[src/rtl/loader_pkg.sv]
// Shared types and constants for the UART program loader.
package loader_pkg;

  localparam int unsigned DEF_CLKS_PER_BIT = 434;
  localparam int unsigned BYTE_W           = 8;
  localparam int unsigned COUNT_W          = 16;

  typedef enum logic [2:0] {
    LEN_HI,
    LEN_LO,
    DATA_HI,
    DATA_LO,
    WRITE,
    DONE
  } ld_state_t;

  typedef enum logic [1:0] {
    RX_IDLE,
    RX_START,
    RX_DATA,
    RX_STOP
  } rx_state_t;

endpackage

[src/rtl/uart_rx.sv]
// 8N1 UART receiver: synchronizer, mid-bit sampling, byte strobe and framing-error pulse.
module uart_rx
  import loader_pkg::*;
#(
  parameter int unsigned CLKS_PER_BIT = DEF_CLKS_PER_BIT
) (
  input  logic              clk,
  input  logic              reset,
  input  logic              enable,
  input  logic              rx,
  output logic [BYTE_W-1:0] rx_byte,
  output logic              byte_valid,
  output logic              frame_err_pulse
);

  localparam int unsigned CNT_W = $clog2(CLKS_PER_BIT);
  localparam int unsigned BIT_W = $clog2(BYTE_W);
  localparam int unsigned HALF  = CLKS_PER_BIT / 2;

  logic [1:0]        sync;
  logic              rx_s;
  rx_state_t         state, state_nx;
  logic [CNT_W-1:0]  cnt, cnt_nx;
  logic [BIT_W-1:0]  bit_idx, bit_idx_nx;
  logic [BYTE_W-1:0] shreg, shreg_nx;
  logic              valid_nx, ferr_nx;

  assign rx_s    = sync[1];
  assign rx_byte = shreg;

  always_ff @(posedge clk or posedge reset) begin
    if (reset) begin
      sync            <= 2'b11;
      state           <= RX_IDLE;
      cnt             <= '0;
      bit_idx         <= '0;
      shreg           <= '0;
      byte_valid      <= 1'b0;
      frame_err_pulse <= 1'b0;
    end else if (enable) begin
      sync            <= {sync[0], rx};
      state           <= state_nx;
      cnt             <= cnt_nx;
      bit_idx         <= bit_idx_nx;
      shreg           <= shreg_nx;
      byte_valid      <= valid_nx;
      frame_err_pulse <= ferr_nx;
    end
  end

  // Start is re-checked at half a bit; every later sample lands mid-bit.
  always_comb begin
    state_nx   = state;
    cnt_nx     = cnt;
    bit_idx_nx = bit_idx;
    shreg_nx   = shreg;
    valid_nx   = 1'b0;
    ferr_nx    = 1'b0;
    case (state)
      RX_IDLE: begin
        if (!rx_s) begin
          state_nx = RX_START;
          cnt_nx   = '0;
        end
      end
      RX_START: begin
        if (cnt == CNT_W'(HALF - 1)) begin
          cnt_nx     = '0;
          bit_idx_nx = '0;
          state_nx   = rx_s ? RX_IDLE : RX_DATA;
        end else begin
          cnt_nx = cnt + CNT_W'(1);
        end
      end
      RX_DATA: begin
        if (cnt == CNT_W'(CLKS_PER_BIT - 1)) begin
          cnt_nx     = '0;
          shreg_nx   = {rx_s, shreg[BYTE_W-1:1]};
          bit_idx_nx = bit_idx + BIT_W'(1);
          if (bit_idx == BIT_W'(BYTE_W - 1)) state_nx = RX_STOP;
        end else begin
          cnt_nx = cnt + CNT_W'(1);
        end
      end
      RX_STOP: begin
        if (cnt == CNT_W'(CLKS_PER_BIT - 1)) begin
          cnt_nx   = '0;
          state_nx = RX_IDLE;
          valid_nx = rx_s;
          ferr_nx  = !rx_s;
        end else begin
          cnt_nx = cnt + CNT_W'(1);
        end
      end
      default: state_nx = RX_IDLE;
    endcase
  end

endmodule

[src/rtl/uart_loader.sv]
// Loads a UART byte stream (16-bit word count, then the words, high byte first)
// into memory through the shared addr/data/we write port.
module uart_loader
  import loader_pkg::*;
#(
  parameter int unsigned CLKS_PER_BIT = DEF_CLKS_PER_BIT,
  parameter int unsigned ADDR_W       = 15,
  parameter int unsigned DATA_W       = 16,
  parameter int unsigned BASE_ADDR    = 0
) (
  input  logic              clk,
  input  logic              reset,
  input  logic              enable,
  input  logic              rx,
  output logic [ADDR_W-1:0] addr,
  output logic [DATA_W-1:0] data,
  output logic              we,
  output logic              busy,
  output logic              done,
  output logic              frame_err
);

  logic [BYTE_W-1:0]  rx_byte;
  logic               byte_valid;
  logic               frame_err_pulse;

  ld_state_t          state, state_nx;
  logic [BYTE_W-1:0]  hi_byte, hi_nx;
  logic [COUNT_W-1:0] count, count_nx;
  logic [DATA_W-1:0]  data_nx;
  logic [ADDR_W-1:0]  addr_nx;

  uart_rx #(
    .CLKS_PER_BIT(CLKS_PER_BIT)
  ) u_rx (
    .clk            (clk),
    .reset          (reset),
    .enable         (enable),
    .rx             (rx),
    .rx_byte        (rx_byte),
    .byte_valid     (byte_valid),
    .frame_err_pulse(frame_err_pulse)
  );

  always_ff @(posedge clk or posedge reset) begin
    if (reset) begin
      state     <= LEN_HI;
      hi_byte   <= '0;
      count     <= '0;
      addr      <= ADDR_W'(BASE_ADDR);
      data      <= '0;
      we        <= 1'b0;
      busy      <= 1'b0;
      done      <= 1'b0;
      frame_err <= 1'b0;
    end else begin
      state   <= state_nx;
      hi_byte <= hi_nx;
      count   <= count_nx;
      addr    <= addr_nx;
      data    <= data_nx;
      we      <= enable && (state_nx == WRITE);
      busy    <= enable && (state_nx != DONE);
      done    <= (state_nx == DONE);
      if (enable && frame_err_pulse) frame_err <= 1'b1;
    end
  end

  // High bytes wait in hi_byte so data only changes when a full word is ready.
  always_comb begin
    state_nx = state;
    hi_nx    = hi_byte;
    count_nx = count;
    data_nx  = data;
    addr_nx  = addr;
    if (enable) begin
      case (state)
        LEN_HI: begin
          if (byte_valid) begin
            hi_nx    = rx_byte;
            state_nx = LEN_LO;
          end
        end
        LEN_LO: begin
          if (byte_valid) begin
            count_nx = {hi_byte, rx_byte};
            state_nx = ({hi_byte, rx_byte} == COUNT_W'(0)) ? DONE : DATA_HI;
          end
        end
        DATA_HI: begin
          if (byte_valid) begin
            hi_nx    = rx_byte;
            state_nx = DATA_LO;
          end
        end
        DATA_LO: begin
          if (byte_valid) begin
            data_nx  = DATA_W'({hi_byte, rx_byte});
            state_nx = WRITE;
          end
        end
        WRITE: begin
          addr_nx  = addr + ADDR_W'(1);
          count_nx = count - COUNT_W'(1);
          state_nx = (count == COUNT_W'(1)) ? DONE : DATA_HI;
        end
        DONE:    state_nx = DONE;
        default: state_nx = LEN_HI;
      endcase
    end
  end

endmodule

[config.mk]
export PLATFORM = sky130hd
export DESIGN_NAME = uart_loader
export DESIGN_NICKNAME = d
export VERILOG_FILES = /design/src/rtl/loader_pkg.sv /design/src/rtl/uart_rx.sv /design/src/rtl/uart_loader.sv
export SDC_FILE = /design/constraint.sdc
export NUM_CORES = 1
export LEC_CHECK = 0
export BUFFER_PORTS_ARGS = -buffer_cell sky130_fd_sc_hd__buf_2
export CORE_ASPECT_RATIO = 1.75
export CORE_MARGIN = 2
export CORE_UTILIZATION = 31
export DETAILED_ROUTE_END_ITERATION = 16
export GPL_TIMING_DRIVEN = 0
export PLACE_DENSITY = 0.57
export SLEW_MARGIN = 20
export SYNTH_ARGS = -nofsm -noshare
export SYNTH_HDL_FRONTEND = slang
export SYNTH_SLANG_ARGS = --single-unit
[constraint.sdc]
create_clock -name clk -period 3.5 [get_ports clk]
set_clock_uncertainty 0.2 [all_clocks]
set_input_delay 0.175 -clock clk [delete_from_list [all_inputs] [get_ports clk]]
set_output_delay 0.175 -clock clk [all_outputs]
set_load 0.01 [all_outputs]
==> results.py, run 1 <==
metrics = {
    "critical_path": {
        "worstSetupStartpointType": "flip-flop",
        "reg2reg_to": "count[10]$_DFFE_PP0P_",
        "critPathMaxStageDelay_ns": 0.72,
        "endpoint_kind": "flip-flop",
        "path_common_cell": "o21ai_0",
        "crit_start": "count[2]$_DFFE_PP0P_",
        "r2r_cells": 5,
        "r2r_slack_ns": 1.05,
        "cp.arrival_ns": 2.44,
        "worstPathRequired_ns": 3.49,
        "reg2reg_from": "count[2]$_DFFE_PP0P_",
        "critPathMaxFanout": 7,
        "critPathKind": "flip-flop to flip-flop",
        "path_cells": "nor4_1, nand3_1, o31a_1, o21ai_0, o21ai_0",
        "slowest_stage": "nor4_1",
    },
    "routing": {
        "routedWlPerCell_microns": 15.8,
        "firstDrtPassIters": 4,
        "drc": 0,
        "via_per_inst": 5.14,
        "drtIter0Drc": 157,
        "postRouteAntennaNets": 0,
        "vias": 3178,
        "wl_mm": 9.79,
    },
    "global_routing": {
        "grtUsageMet1_pct": 16.7,
        "grt_pass1_wl_mm": 16.3,
        "grt_max_degree": 51,
        "grt_util_met2_pct": 23.1,
        "grtUsageMet3_pct": 2.26,
        "grt_antenna_before_repair": 0,
        "grt_pass1_vias": 3282,
        "grt_use_total_pct": 13.7,
        "grt_overflow": 0,
        "grt.busiest_layer": "met2",
    },
    "final_layout": {
        "fillers": 1356,
        "final_cell_mix": "dfrtp_1, buf_2, mux2_2",
        "multiInputGateArea_sq_um": 1960,
        "final_common_cell": "dfrtp_1",
        "drive_above_1_share_pct": 24.8,
        "seqCellArea_sq_um": 2200,
        "fin_cells": 618,
        "area_delta_synth_final_pct": 18.2,
        "antenna_cells": 0,
        "fin_nets": 456,
    },
    "outcome": {
        "status": "complete, no violations",
    },
    "logic_synthesis": {
        "synth_ff_type": "dfrtp_1",
        "muxShareOfSynthArea_pct": 10.1,
        "synthAdderAreaFrac_pct": 3.79,
        "syn_area_sq_um": 4290,
        "synthCells": 387,
        "yosys.area_share.simple_pct": 16.0,
        "ys_seq_elements": 88,
        "synthesis.nets": 404,
        "syn_area_per_cell_sq_um": 11.1,
        "synth_edf_count": 0,
        "synth_xor_area_share_pct": 3.88,
        "ys_seq_area_share_pct": 51.4,
        "yosysWarnings": 0,
        "synth.distinct_cells": 58,
        "synth_compound_area_share_pct": 11.5,
        "synth_top_family_by_area": "simple AND/OR/NAND/NOR gates",
        "synth-async-reset-ratio_pct": 100,
    },
    "cts": {
        "clk_pin_slew_ns": 0.06,
        "cts_resized": 0,
        "root_buffer": "clkbuf_16",
        "ctsHtreeMaxLevel": 3,
        "cts_hold_buf": 2,
        "post-cts-setup-buffers": 0,
        "cts_tree": "done",
        "numCtsBuffers": 9,
        "cts_sinks": 88,
        "cts_max_path_buffers": 2,
        "clkLatencyLatePin_ns": 0.34,
    },
    "floorplanning": {
        "std_cell_rows": 56,
        "io_pins": 39,
        "core_area_sq_um": 13500,
        "dieWidth_microns": 92.9,
        "die_height_microns": 160,
        "initial_core_util_pct": 31.9,
        "dieArea_sq_um": 14800,
    },
    "timing": {
        "finalCriticalPeriod_ns": 2.45,
        "finalHoldViolCount": 0,
        "rsz0062_at_grt": "no",
        "finalCritPeriodShare_pct": 70.0,
        "final.setup.worst_slack_ns": 1.05,
        "relSlewSlack_pct": 36.9,
        "final_max_slew_viol_count": 0,
        "worst_hold_slack_ns": 0.119,
        "setup_violations": 0,
        "fmax_mhz": 408,
        "worst_pin_slew_ns": 0.939,
    },
    "pwr": {
        "ir_worst_vdd_mv": 0.368,
        "p_leak_nw": 2.42,
        "cellPowerDensity_nw_per_um2": 574,
    },
    "job": {
        "cap_violations": 0,
    },
    "place": {
        "dp.cells": 600,
        "dpl.hpwl_mm": 7.15,
        "numPortBuffers": 38,
        "place_ws_ns": 0.900,
        "gp_congestion": 0.884,
    },
    "min_path": {
        "worstHoldPathCells": 3,
        "holdPathEnd": "u_rx.frame_err_pulse$_DFFE_PP0P_",
        "worst_hold_startpoint": "enable",
        "holdCritPathClass": "input pin to flip-flop",
    },
}
==> per-layer routing <==
metal / wire (microns) / part of all wire (%)
met1: 4110 / 42
met2: 5130 / 52
met3: 297 / 3.0
met4: 249 / 2.5
met5: 0 / 0
==> cell families after synthesis <==
group / count (synthesis)
xor gates and xnor gates: 19
buffers and inverters: 29
DFF: 88
adders and majority gates: 13
muxes: 39
AOI/OAI and AO/OA: 79
and+or+nand+nor: 120
==> flip-flops by register name, indices dropped and copies added, names as in the netlist, 2 cells and up, named ones only <==
register	cells
state	3
u_rx.rx_byte	8
addr	15
u_rx.sync	2
u_rx.cnt	9
hi_byte	8
u_rx.bit_idx	3
data	16
count	16
==> worst max path at each step <==
| stage | to | slack [ns] |
|---|---|---|
| 4_1_cts | u_rx.rx_byte[0]$_DFFE_PP0P_ | 0.87 |
| 6_report | count[10]$_DFFE_PP0P_ | 1.05 |
| 5_1_grt | count[10]$_DFFE_PP0P_ | 0.87 |
| 3_5_place_dp | u_rx.rx_byte[5]$_DFFE_PP0P_ | 0.90 |
| 2_1_floorplan | async pin | 0.85 |
| 3_3_place_gp | addr[2]$_DFFE_PP0P_ | -0.17 |
==> cell type report <==
type,instances,area share [%]
flip-flops and latches,88,43.5
inverters,14,1.09
multi-input cells,270,38.6
well taps,174,4.29
clock inverters,6,1.83
clock buffers,10,4.51
repair buffers,41,4.54
plain buffers,15,1.73
==> synth_stat cells, types with 6 or more instances <==
| cell | count | area, sq um |
|---|---|---|
| dfrtp_1 | 86 | 2150 |
| mux2_2 | 36 | 405 |
| nor2_1 | 25 | 93.8 |
| a21oi_1 | 21 | 105 |
| o21ai_0 | 19 | 95.1 |
| nand2_1 | 18 | 67.6 |
| ha_1 | 13 | 163 |
| inv_1 | 13 | 48.8 |
| nand3_1 | 12 | 60.1 |
| xnor2_1 | 12 | 105 |
| nor3_1 | 11 | 55.1 |
| nand4_1 | 9 | 56.3 |
| and3_1 | 8 | 50.1 |
| clkbuf_1 | 7 | 26.3 |
| xor2_1 | 7 | 61.3 |
| nor4_1 | 6 | 37.5 |
| o22ai_1 | 6 | 37.5 |
==> power by group <==
part	switching (mW)	internal, mW	total [mW]	leakage [nW]
registers	0.152	1.14	1.30	1.17
clock network	0.399	0.629	1.03	0.149
logic	0.330	0.258	0.589	1.10
total	0.882	2.03	2.91	2.42
==> critical path, delay by kind of cell, from the launching register on <==
family           cells  cell delay [ns]
flip-flops           1             0.44
AND/OR/NAND/NOR      2             1.07
AO/OA/AOI/OAI        3             0.58
==> per-stage QoR <==
stage	area (sq um)	total power [mW]	util, %	setup TNS (ns)
after detailed placement	4720	1.89	35.1	0
after CTS	5060	2.94	37.6	0
after global routing	5070	3.08	37.7	0
after floorplan	4290	1.72	-	0
after global placement	4700	1.87	34.9	-14.10
final	5070	2.91	37.7	0
No activity file was read; power rests on OpenSTA's default activity.
==> run 2, diff against run 1 <==
ABC_AREA = 1   (was not set)
PLACE_DENSITY = 0.59   (was 0.57)
clock period = 2.1 ns   (was 3.5 ns; I/O delays follow)
==> run 2 against run 1 <==
Net effect:
- clock power is 58% higher
- global-route usage up 0.80 points
- non-clock buffer count is 4 higher
- cell area is 3.4% higher
- largest cell class unchanged
- synthesized cell count increased by 35%
- largest power group unchanged
==> results.py, run 2 <==
metrics = {
    "timing": {
        "fin_tns_setup_ns": 0,
        "rsz0062_at_grt": "yes",
        "final_max_slew_viol_count": 0,
        "relSlewSlack_pct": 52.4,
        "finalCriticalPeriod_ns": 2.07,
        "fmax_mhz": 483,
        "setup_violations": 0,
        "finalHoldViolCount": 0,
        "worst_pin_slew_ns": 0.712,
        "finalCritPeriodShare_pct": 98.5,
    },
    "min_path": {
        "holdCritPathClass": "input pin to flip-flop",
    },
    "logic_synthesis": {
        "synth_top_area_share_pct": 49.7,
        "synth_area_leaders": "dfrtp_1, nand2_1, o21ai_0",
        "synth.distinct_cells": 32,
        "ys_seq_area_share_pct": 50.9,
        "synthesis.nets": 541,
        "synth_most_common_cell": "nand2_1",
        "ys_top_cells_by_count": "nand2_1, dfrtp_1, nor2_1",
        "synth-async-reset-ratio_pct": 100,
        "synth_edf_count": 0,
        "ys_seq_elements": 88,
        "yosysWarnings": 0,
        "synthCells": 524,
        "yosys.area.top_type": "dfrtp_1",
        "syn_area_per_cell_sq_um": 8.27,
        "synth_ff_type": "dfrtp_1",
        "syn_area_sq_um": 4330,
    },
    "cts": {
        "root_buffer": "clkbuf_16",
        "numCtsBuffers": 9,
        "cts_sinks": 88,
        "ctsHtreeMaxLevel": 3,
        "cts_tree": "done",
        "cts_max_path_buffers": 2,
        "clkLatencyLatePin_ns": 0.34,
        "clk_pin_slew_ns": 0.07,
    },
    "final_layout": {
        "antenna_cells": 0,
        "fin_nets": 599,
        "final_cell_mix": "nand2_1, dfrtp_1, o21ai_0",
        "reg_top3": "count x16, data x16, addr x15",
        "area_delta_synth_final_pct": 21.0,
        "drive_above_1_share_pct": 16.4,
        "post-route-util_pct": 38.1,
        "final_common_cell": "nand2_1",
    },
    "pwr": {
        "ir_worst_vdd_mv": 0.322,
        "cellPowerDensity_nw_per_um2": 836,
        "total_power_mw": 4.38,
        "p_leak_nw": 2.61,
    },
    "critical_path": {
        "worstSetupStartpointType": "flip-flop",
        "critPathKind": "flip-flop to flip-flop",
        "endpoint_kind": "flip-flop",
        "critPathMaxFanout": 7,
        "worstPathRequired_ns": 2.12,
        "cp.arrival_ns": 2.09,
    },
    "floorplanning": {
        "initial_core_util_pct": 31.5,
        "dieWidth_microns": 93.4,
        "std_cell_rows": 57,
        "core_area_sq_um": 13800,
        "dieArea_sq_um": 15000,
        "io_pins": 39,
        "die_height_microns": 160,
    },
    "outcome": {
        "status": "complete, no violations",
    },
    "global_routing": {
        "grt.busiest_layer": "met2",
        "grt_pass1_wl_mm": 17.4,
        "grtUsageMet3_pct": 3.00,
        "grt_pass1_vias": 3718,
        "grt_overflow": 0,
        "grt_util_met2_pct": 27.2,
        "grtUsageMet1_pct": 15.2,
        "grt_use_total_pct": 14.5,
        "grt_max_degree": 34,
        "grt_antenna_before_repair": 0,
    },
    "routing": {
        "vias": 3653,
        "drc": 0,
        "postRouteAntennaNets": 0,
        "via_per_inst": 4.78,
        "routedWlPerCell_microns": 13.3,
        "wl_mm": 10.1,
        "firstDrtPassIters": 4,
        "drtIter0Drc": 171,
    },
    "place": {
        "dpl.hpwl_mm": 7.58,
        "gp_congestion": 0.856,
        "numPortBuffers": 38,
    },
    "job": {
        "cap_violations": 0,
    },
}
[run 2: changes by cell type after synthesis, sizes merged, moves of 6 or more]
cell / previous run / this run
nand2: 18 / 125
inv: 13 / 59
mux2: 36 / 0
nor2: 26 / 62
o21ai: 22 / 58
nand3: 12 / 29
and3: 8 / 0
nor4: 8 / 0
xor2: 7 / 15
nand2b: 6 / 0
xnor2: 12 / 6
[run 2: power by group]
part / total, mW / internal [mW] / switching, mW
Combinational: 0.687 / 0.263 / 0.424
Clock: 1.63 / 0.934 / 0.695
Sequential: 2.06 / 1.86 / 0.202
[run 2: path summary, 6_finish.rpt]
check | from | end | slack [ns] | cells after the start
min in group asynchronous | reset | addr[1]$_DFFE_PP0P_ | 0.21 | 3
max | flip-flop | u_rx.cnt[8]$_DFFE_PP0P_ | 0.03 | 11
min | enable | u_rx.sync[0]$_DFFE_PP1P_ | 0.06 | 4
max reg2reg | flip-flop | u_rx.cnt[8]$_DFFE_PP0P_ | 0.03 | 11
min reg2reg | frame_err$_DFFE_PP0P_ | frame_err$_DFFE_PP0P_ | 0.25 | 1
max in group asynchronous | reset | u_rx.sync[1]$_DFFE_PP1P_ | 0.84 | 4
[run 2: cell type report]
class / instances / area [sq um]
plain buffers: 12 / 50.0
clock buffers: 11 / 233
clock inverters: 5 / 65.1
fillers: 1410 / 8520
inverters: 59 / 225
multi-input cells: 364 / 1940
flip-flops and latches: 88 / 2210
well taps: 177 / 221
repair buffers: 48 / 300
[run 2: logic make-up after synthesis]
family	Yosys count	share of synthesized area, %
adders and majority gates	13	3.75
and+or+nand+nor	239	23.4
xor gates and xnor gates	21	4.24
buffers and inverters	72	6.29
DFF	88	50.9
AOI/OAI and AO/OA	91	11.4
[run 2: metrics by stage]
step	instances	cell area, sq um	worst slack, ns	hold slack, ns
finish	764	5240	0.0314	0.0578
global route	764	5240	-0.124	0.148
global placement	739	4750	-0.158	0.105
CTS	763	5170	-0.0124	0.0730
detailed placement	741	4790	-0.189	0.0628
floorplan	524	4340	0.0927	-0.00733
[run 2: critical path: stages, from the launching register on]
cell     delay [ns]
dfrtp_1        0.42
inv_1          0.10
ha_1           0.19
nand2_1        0.06
inv_1          0.08
nor2_4         0.16
inv_1          0.11
nor3_4         0.14
nand3_1        0.13
nor2_1         0.14
xor2_1         0.16
a21oi_1        0.05
[run 2: what timing repair did]
item / in CTS / in global routing
gates cloned: 0 / 0
gates resized for setup: 6 / 25
buffers inserted: 2 / 2
hold buffers: 4 / 0
pin swaps: 1 / 3
endpoints found under the hold margin: 35 / 0
setup endpoints to repair: 21 / 46
[run 2: layer usage]
metal,routed length [microns],up-vias,share of wire (%)
met5,0,-,0
met1,4050,1769,40
met3,286,13,2.8
met2,5530,55,55
li1,-,1816,-
met4,267,0,2.6
==> run 3, diff against run 2 <==
CORE_ASPECT_RATIO = 1.5   (was 1.75)
==> run 3 against run 2 <==
Net effect:
- flip-flop and latch count did not move
- clock power rose by 8%
- largest cell class unchanged
- combinational power rose by 0.6%
- die area fell by 0.12%
- first-iteration DRC count rose by 13%
- register-to-register slack improved by 0.06 ns
- global-route usage fell by 0.21 points
- cell area rose by 2.1%
- utilization rose by 1.3 points
- critical path depth did not move
==> results.py, run 3 (same netlist as run 2, synthesis figures left out) <==
metrics = {
    "global_routing": {
        "grt_max_degree": 30,
        "grt_antenna_before_repair": 0,
        "grt_pass1_wl_mm": 17.1,
        "grt_pass1_vias": 3683,
        "grt_overflow": 0,
        "grt_use_total_pct": 14.3,
    },
    "routing": {
        "routedWlPerCell_microns": 13.6,
        "drc": 0,
        "wl_mm": 10.3,
        "vias": 3726,
        "via_per_inst": 4.92,
        "firstDrtPassIters": 4,
        "postRouteAntennaNets": 0,
        "drtIter0Drc": 194,
    },
    "final_layout": {
        "final_cell_mix": "nand2_1, dfrtp_1, o21ai_0",
        "fillers": 1339,
        "final_cell_area_sq_um": 5360,
        "reg_top3": "count x16, data x16, addr x15",
        "area_delta_synth_final_pct": 23.6,
        "drive_above_1_share_pct": 19.8,
        "final_common_cell": "nand2_1",
        "fin_nets": 608,
        "antenna_cells": 0,
    },
    "cts": {
        "numCtsBuffers": 9,
        "clk_pin_slew_ns": 0.07,
        "root_buffer": "clkbuf_16",
        "cts_max_path_buffers": 2,
        "clkLatencyLatePin_ns": 0.35,
        "cts_tree": "done",
        "cts_sinks": 88,
        "ctsHtreeMaxLevel": 3,
    },
    "timing": {
        "finalHoldViolCount": 0,
        "finalCriticalPeriod_ns": 2.01,
        "worst_pin_slew_ns": 0.449,
        "setup_violations": 0,
        "finalCritPeriodShare_pct": 95.5,
        "relSlewSlack_pct": 70.0,
        "final_max_slew_viol_count": 0,
        "fmax_mhz": 499,
        "rsz0062_at_grt": "yes",
    },
    "floorplanning": {
        "die_height_microns": 149,
        "core_area_sq_um": 13600,
        "dieArea_sq_um": 15000,
        "io_pins": 39,
        "dieWidth_microns": 101,
        "initial_core_util_pct": 31.9,
        "std_cell_rows": 52,
    },
    "place": {
        "dpl.hpwl_mm": 7.60,
        "numPortBuffers": 38,
        "place_area_sq_um": 4800,
        "gp_congestion": 0.848,
    },
    "critical_path": {
        "crit_start": "u_rx.state[0]$_DFFE_PP0P_",
        "reg2reg_from": "u_rx.state[0]$_DFFE_PP0P_",
        "r2r_cells": 11,
        "cp.arrival_ns": 2.02,
        "critPathMaxFanout": 5,
        "r2r_slack_ns": 0.09,
        "critPathKind": "flip-flop to flip-flop",
        "worstSetupStartpointType": "flip-flop",
        "endpoint_kind": "flip-flop",
        "reg2reg_to": "u_rx.cnt[8]$_DFFE_PP0P_",
        "worstPathRequired_ns": 2.12,
    },
    "pwr": {
        "total_power_mw": 4.52,
        "ir_worst_vdd_mv": 0.540,
        "p_leak_nw": 2.67,
        "cellPowerDensity_nw_per_um2": 844,
    },
    "job": {
        "cap_violations": 0,
    },
    "min_path": {
        "holdCritPathClass": "input pin to async pin",
    },
    "outcome": {
        "status": "complete, no violations",
    },
}
## run 3: cell types whose count changed in the layout (fill, tap and decap cells not counted), moves of 2 or more
cell	change
clkinv_4	-2
buf_4	+10
inv_6	+2
clkbuf_1	-4
inv_1	-4
inv_2	+4
## run 3: timing repair
item	in CTS	in global routing
hold buffers	3	0
setup buffers	1	13
pin swaps	1	10
endpoints found under the setup margin	14	48
gates resized for setup	7	35
endpoints found under the hold margin	42	0
## run 3: per-layer routing
metal	wire length, microns	vias to the layer above	share of wire [%]	track usage, %
met1	4070	1807	39	15.7
li1	-	1828	-	-
met2	5570	72	54	25.8
met3	371	19	3.6	3.09
met4	318	0	3.1	6.78
met5	0	-	0	0
## run 3: worst max-delay path, cell delays in order, from the launching register on
cell and delay (ns):
dfrtp_1 0.41, inv_2 0.08, ha_2 0.18, nand2_1 0.07
inv_2 0.05, nor2_4 0.16, inv_2 0.07, nor3_4 0.19
nand3_2 0.12, nor2_2 0.14, xor2_1 0.15, a21oi_1 0.06
## run 3: through the flow
stage	hold WS (ns)	setup TNS (ns)	worst slack, ns	cells	util [%]
finish	0.0922	0	0.0948	758	39.4
global route	0.127	-0.204	-0.0926	758	39.4
CTS	0.0979	0	0.0142	747	38.2
detailed placement	-0.0777	-1.02	-0.201	727	35.3
global placement	0.108	-0.695	-0.187	724	34.8
floorplan	-0.00733	0	0.0927	524	-
## run 3: layout make-up
class	instances	area [sq um]	share of cell area, %
sequential	88	2210	41.2
multi-input combinational	364	1950	36.4
inverter	59	225	4.21
timing repair buffer	58	393	7.34
clock inverter	7	103	1.92
tap	162	203	3.79
clock buffer	9	225	4.21
buffer	11	47.5	0.888
## run 3: where the power goes
part           leakage [nW]  internal, mW  switching [mW]
Clock                 0.157          1.06           0.708
Sequential             1.16          1.87           0.196
Combinational          1.36         0.268           0.423
Total                  2.67          3.19            1.33
## run 3: worst max-delay path by stage
stage	to	slack, ns	cells after the start
4_1_cts	u_rx.cnt[8]$_DFFE_PP0P_	0.01	11
2_1_floorplan	u_rx.cnt[8]$_DFFE_PP0P_	0.09	11
5_1_grt	u_rx.cnt[8]$_DFFE_PP0P_	-0.09	11
3_3_place_gp	count[7]$_DFFE_PP0P_	-0.19	8
6_report	u_rx.cnt[8]$_DFFE_PP0P_	0.09	11
3_5_place_dp	count[7]$_DFFE_PP0P_	-0.20	8
